--- src/rtl/s2_cfg_writer.sv ---
// s2_cfg_writer
// Loads one 4-bit truth table per S2 cell from a framed nibble stream into a
// shadow register. When the whole frame is in, all tables are committed in a
// single cycle, so the cell array never sees a half-written configuration.
//
// Ports:
//   clk        - rising-edge clock
//   clr        - synchronous active-high reset
//   start      - one-cycle frame-start pulse (honoured only when idle)
//   abort      - drops the frame currently loading (honoured only in LOAD)
//   in_nib     - truth-table nibble for the next cell
//   in_valid   - in_nib is valid
//   in_ready   - a nibble is accepted this cycle when in_valid is also high
//   busy       - a frame is loading or committing
//   cfg_d      - active tables, cell i occupies bits [4i+3:4i]
//   cfg_update - one-cycle pulse on the first cycle new cfg_d is visible
//   cfg_count  - number of completed commits, wrapping
module s2_cfg_writer #(
  parameter int NCELLS = 8,
  parameter int CNT_W  = 8
) (
  input  logic                  clk,
  input  logic                  clr,
  input  logic                  start,
  input  logic                  abort,
  input  logic [3:0]            in_nib,
  input  logic                  in_valid,
  output logic                  in_ready,
  output logic                  busy,
  output logic [4*NCELLS-1:0]   cfg_d,
  output logic                  cfg_update,
  output logic [CNT_W-1:0]      cfg_count
);

  localparam int IDX_W = $clog2(NCELLS);
  localparam logic [IDX_W-1:0] LAST_IDX = IDX_W'(NCELLS - 1);

  typedef enum logic [1:0] {
    IDLE   = 2'd0,
    LOAD   = 2'd1,
    COMMIT = 2'd2
  } state_t;

  state_t               state_q, state_d;
  logic [IDX_W-1:0]     idx_q, idx_d;
  logic [4*NCELLS-1:0]  shadow_q;
  logic [4*NCELLS-1:0]  cfg_q;
  logic                 update_q;
  logic [CNT_W-1:0]     count_q;
  logic                 accept;

  // Next-state logic. Abort is checked before the handshake so that even the
  // final nibble is discarded when both arrive together.
  always_comb begin
    state_d = state_q;
    idx_d   = idx_q;
    accept  = 1'b0;
    unique case (state_q)
      IDLE: begin
        if (start) begin
          state_d = LOAD;
          idx_d   = '0;
        end
      end
      LOAD: begin
        if (abort) begin
          state_d = IDLE;
          idx_d   = '0;
        end else if (in_valid) begin
          accept = 1'b1;
          if (idx_q == LAST_IDX) begin
            state_d = COMMIT;
          end else begin
            idx_d = idx_q + IDX_W'(1);
          end
        end
      end
      COMMIT: begin
        state_d = IDLE;
      end
      default: begin
        state_d = IDLE;
        idx_d   = '0;
      end
    endcase
  end

  // State, shadow and active-configuration registers. The active tables only
  // move on the edge that leaves COMMIT, which also raises the update pulse.
  always_ff @(posedge clk) begin
    if (clr) begin
      state_q  <= IDLE;
      idx_q    <= '0;
      shadow_q <= '0;
      cfg_q    <= '0;
      update_q <= 1'b0;
      count_q  <= '0;
    end else begin
      state_q  <= state_d;
      idx_q    <= idx_d;
      update_q <= (state_q == COMMIT);
      if (accept) begin
        shadow_q[4*idx_q +: 4] <= in_nib;
      end
      if (state_q == COMMIT) begin
        cfg_q   <= shadow_q;
        count_q <= count_q + CNT_W'(1);
      end
    end
  end

  // Handshake and status flags come from the state alone, so they carry no
  // combinational path from the inputs.
  always_comb begin
    in_ready = (state_q == LOAD);
    busy     = (state_q != IDLE);
  end

  assign cfg_d      = cfg_q;
  assign cfg_update = update_q;
  assign cfg_count  = count_q;

endmodule
--- config.mk ---
export PLATFORM = sky130hd
export DESIGN_NAME = s2_cfg_writer
export DESIGN_NICKNAME = d
export VERILOG_FILES = /design/src/rtl/s2_cfg_writer.sv
export SDC_FILE = /design/constraint.sdc
export NUM_CORES = 1
export LEC_CHECK = 0
export ABC_AREA = 1
export BUFFER_PORTS_ARGS = -buffer_cell sky130_fd_sc_hd__buf_2
export CAP_MARGIN = 20
export CORE_ASPECT_RATIO = 1.4
export CORE_MARGIN = 2
export CORE_UTILIZATION = 35
export DETAILED_ROUTE_END_ITERATION = 16
export PLACE_DENSITY = 0.55
export SLEW_MARGIN = 5
export SYNTH_ARGS = -nofsm -noshare
export SYNTH_HDL_FRONTEND = slang
export SYNTH_SLANG_ARGS = --single-unit
--- constraint.sdc ---
create_clock -name clk -period 4.9 [get_ports clk]
set_input_delay 0.98 -clock clk [delete_from_list [all_inputs] [get_ports clk]]
set_output_delay 0.98 -clock clk [all_outputs]
set_load 0.02 [all_outputs]
==> out/qor.csv <==
stage;metric;value;unit
status;outcome;completed;
critical_path;start_kind;register;
critical_path;worstSetupEndpointType;register;
power;clkPwrFrac;0.486;
floorplan;dieHeight;120;um
critical_path;timing.rr.end;shadow_q[21];
floorplan;initial_utilization;0.356;
yosys;ys_ff_latch;78;
timing;min_period_over_period;0.526;
placement;port_buffers;51;
global_routing;grt_pass1_wl;13000;um
timing;max_freq;0.388;GHz
power;comb_power_share;0.071;
final_layout;design_area;0.00401;mm2
min_path;hold_path.startpoint;shadow_q[10];
clock_tree;clockBufferDepth;2;
critical_path;cp.arrival;2.81;ns
timing;hold_violations;0;
drt;drtIter0Drc;171;
final_layout;ff_latch_area;0.00156;mm2
power;internal_power;1.13;mW
placement;gp_congestion;0.855;
drt;via_per_inst;4.71;
global_routing;overflow;0;
timing;setup_viol;0;
power;total_power;1.45;mW
final_layout;fill_cells;976;
min_path;min_path_cells;2;
placement;dp_hpwl;5470;um
critical_path;cp_max_fo;13;
critical_path;reg2reg_slack;2.32;ns
final_layout;drive_gt1_frac;0.149;
clock_tree;cts_made_buffers;9;
critical_path;required;5.13;ns
final_layout;multi_input_area;0.00153;mm2
yosys;syn_nets;495;
global_routing;grt_usage;0.160;
clock_tree;cts-resized-gates;0;
yosys;synth-edff-count;0;
timing;finClkSkew;0.00310;ns
critical_path;r2r_start;idx_q[0];
critical_path;critical_path_class;register to register;
min_path;min_path_type;register to register;
drt;wl_per_cell;12.1;um
timing;rsz0062_at_grt;false;
floorplan;num_rows;42;
clock_tree;clkSlewWorstSetupHoldPaths;0.06;ns
power;switching_share;0.225;
power;max-vdd-ir-drop;0.204;mV
power;p_leak;1.88;nW
final_layout;layout.cells.most_common;nor2_1;
drt;drc;0;
power;switchingPower;0.327;mW
run;maxCapViolations;0;
timing;tightest_slew;0.877;ns
yosys;synth_area;0.00335;mm2
global_routing;grt_pass1_vias;2748;
power;share_seq_of_total_power;0.443;
clock_tree;cts_root_buf;clkbuf_16;
final_layout;layout_common_cells;145 x nor2_1, 78 x dfxtp_1, 72 x nand2_1;
final_layout;antenna_cells;0;
timing;drv_slew;0;
clock_tree;clk-insertion-delay-late;0.34;ns
yosys;synth_cells;478;
min_path;holdPathEnd;cfg_d[10];
global_routing;antenna_found_initial;0;
drt;ant_nets;0;
global_routing;grt_max_degree;44;
drt;wl;7770;um
yosys;synth.avg_cell_area;7.02;um2
clock_tree;cts_tree;done;
timing;period_minus_slack;2.58;ns
clock_tree;htreeDepth;3;
final_layout;post-route-util;0.427;
clock_tree;clkSinkCount;78;
yosys;synth_cell_type_count;23;
yosys;synth_top_flop_cell;dfxtp_1;
drt;vias;3017;
drt;drtPass1Iterations;5;
floorplan;die_x;86.7;um
final_layout;fin_nets;543;
floorplan;die-area;0.0104;mm2
placement;dpl_cell_area;0.00367;mm2
floorplan;ios;52;
critical_path;r2r_cells;9;
floorplan;coreArea;0.00941;mm2
final_layout;syn_to_final_growth;19.7;%
timing;tns;0;ns
yosys;seq_area_frac_synth;0.466;
clock_tree;postCtsSetupRepairBufs;0;
yosys;async_flop_share;0;
yosys;yosys_warnings;0;
clock_tree;hold_buffers;0;
timing;hold-worst-slack;0.457;ns
power;p_per_area;362;mW/mm2
timing;max-slew-margin-rel;0.414;
how the worst max path moves through the flow:
stage | from | endpoint | slack, ns | depth (start not counted)
global placement | clr | cfg_d[31] | 2.30 | 5
CTS | idx_q[0] | shadow_q[21] | 2.40 | 9
detailed placement | clr | cfg_d[28] | 2.24 | 5
floorplan | abort | shadow_q[9] | 3.07 | 7
global route | idx_q[0] | shadow_q[23] | 2.12 | 9
finish | idx_q[0] | shadow_q[21] | 2.32 | 9
Yosys cell counts (2+ instances only):
master,instances,area [um2]
nor2_1,145,544
dfxtp_1,78,1560
nand2_1,72,270
inv_1,42,158
o21ai_0,42,210
nand3_1,41,205
a21oi_1,14,70.1
ha_1,8,100
buf_2,7,35.0
clkbuf_1,5,18.8
nor2_4,4,45.0
nand4_1,3,18.8
buf_1,2,7.51
inv_2,2,7.51
nand3_2,2,20.0
nor2_2,2,12.5
nor3_1,2,10.0
nor4_1,2,12.5
per-layer routing:
| metal | wire length (um) | track usage | up-vias |
|---|---|---|---|
| met1 | 3490 | 0.192 | 1337 |
| li1 | - | - | 1596 |
| met5 | 0 | 0 | - |
| met4 | 147 | 0.0684 | 0 |
| met3 | 342 | 0.0447 | 11 |
| met2 | 3780 | 0.263 | 73 |
power by group through the flow:
stage                     logic [mW]  registers (mW)  clock network, mW
after floorplan               0.0778           0.655                  0
after global placement        0.0982           0.657                  0
after detailed placement      0.0987           0.657                  0
after CTS                     0.0994           0.643              0.725
after global routing           0.117           0.644              0.757
final                          0.103           0.644              0.706
kinds of logic after synthesis:
kind of cell               Yosys count  synth area share
adders and majority gates            8            0.0299
xor gates and xnor gates             1           0.00261
AOI/OAI and AO/OA                   56            0.0836
and+or+nand+nor                    273             0.340
DFF                                 78             0.466
buffers and inverters               62            0.0787
worst max-delay path: stages (launching register included):
cell and delay, ns:
dfxtp_1 0.61, inv_1 0.24, ha_1 0.28, ha_1 0.35, inv_1 0.12, nand2_1 0.15
inv_1 0.33, nand3_1 0.21, nor2_1 0.13, nor2_1 0.05
final cells by class:
type | count | share of cell area
clock buffer | 12 | 0.0614
clock inverter | 4 | 0.0175
inverter | 44 | 0.0411
multi-input combinational | 338 | 0.381
sequential | 78 | 0.389
tap | 110 | 0.0343
timing repair buffer | 55 | 0.0761
stage by stage:
stage | instances | setup slack, ns
after floorplan | 478 | 3.07
after global placement | 624 | 2.30
after detailed placement | 624 | 2.24
after CTS | 640 | 2.40
after global routing | 641 | 2.12
final | 641 | 2.32
sequential cells by signal, indices dropped and copies added, names as in the netlist:
register / flops
state_q: 2
cfg_count: 8
shadow_q: 32
idx_q: 3
cfg_update: 1
cfg_d: 32
Power figures use the tool's default switching activity.
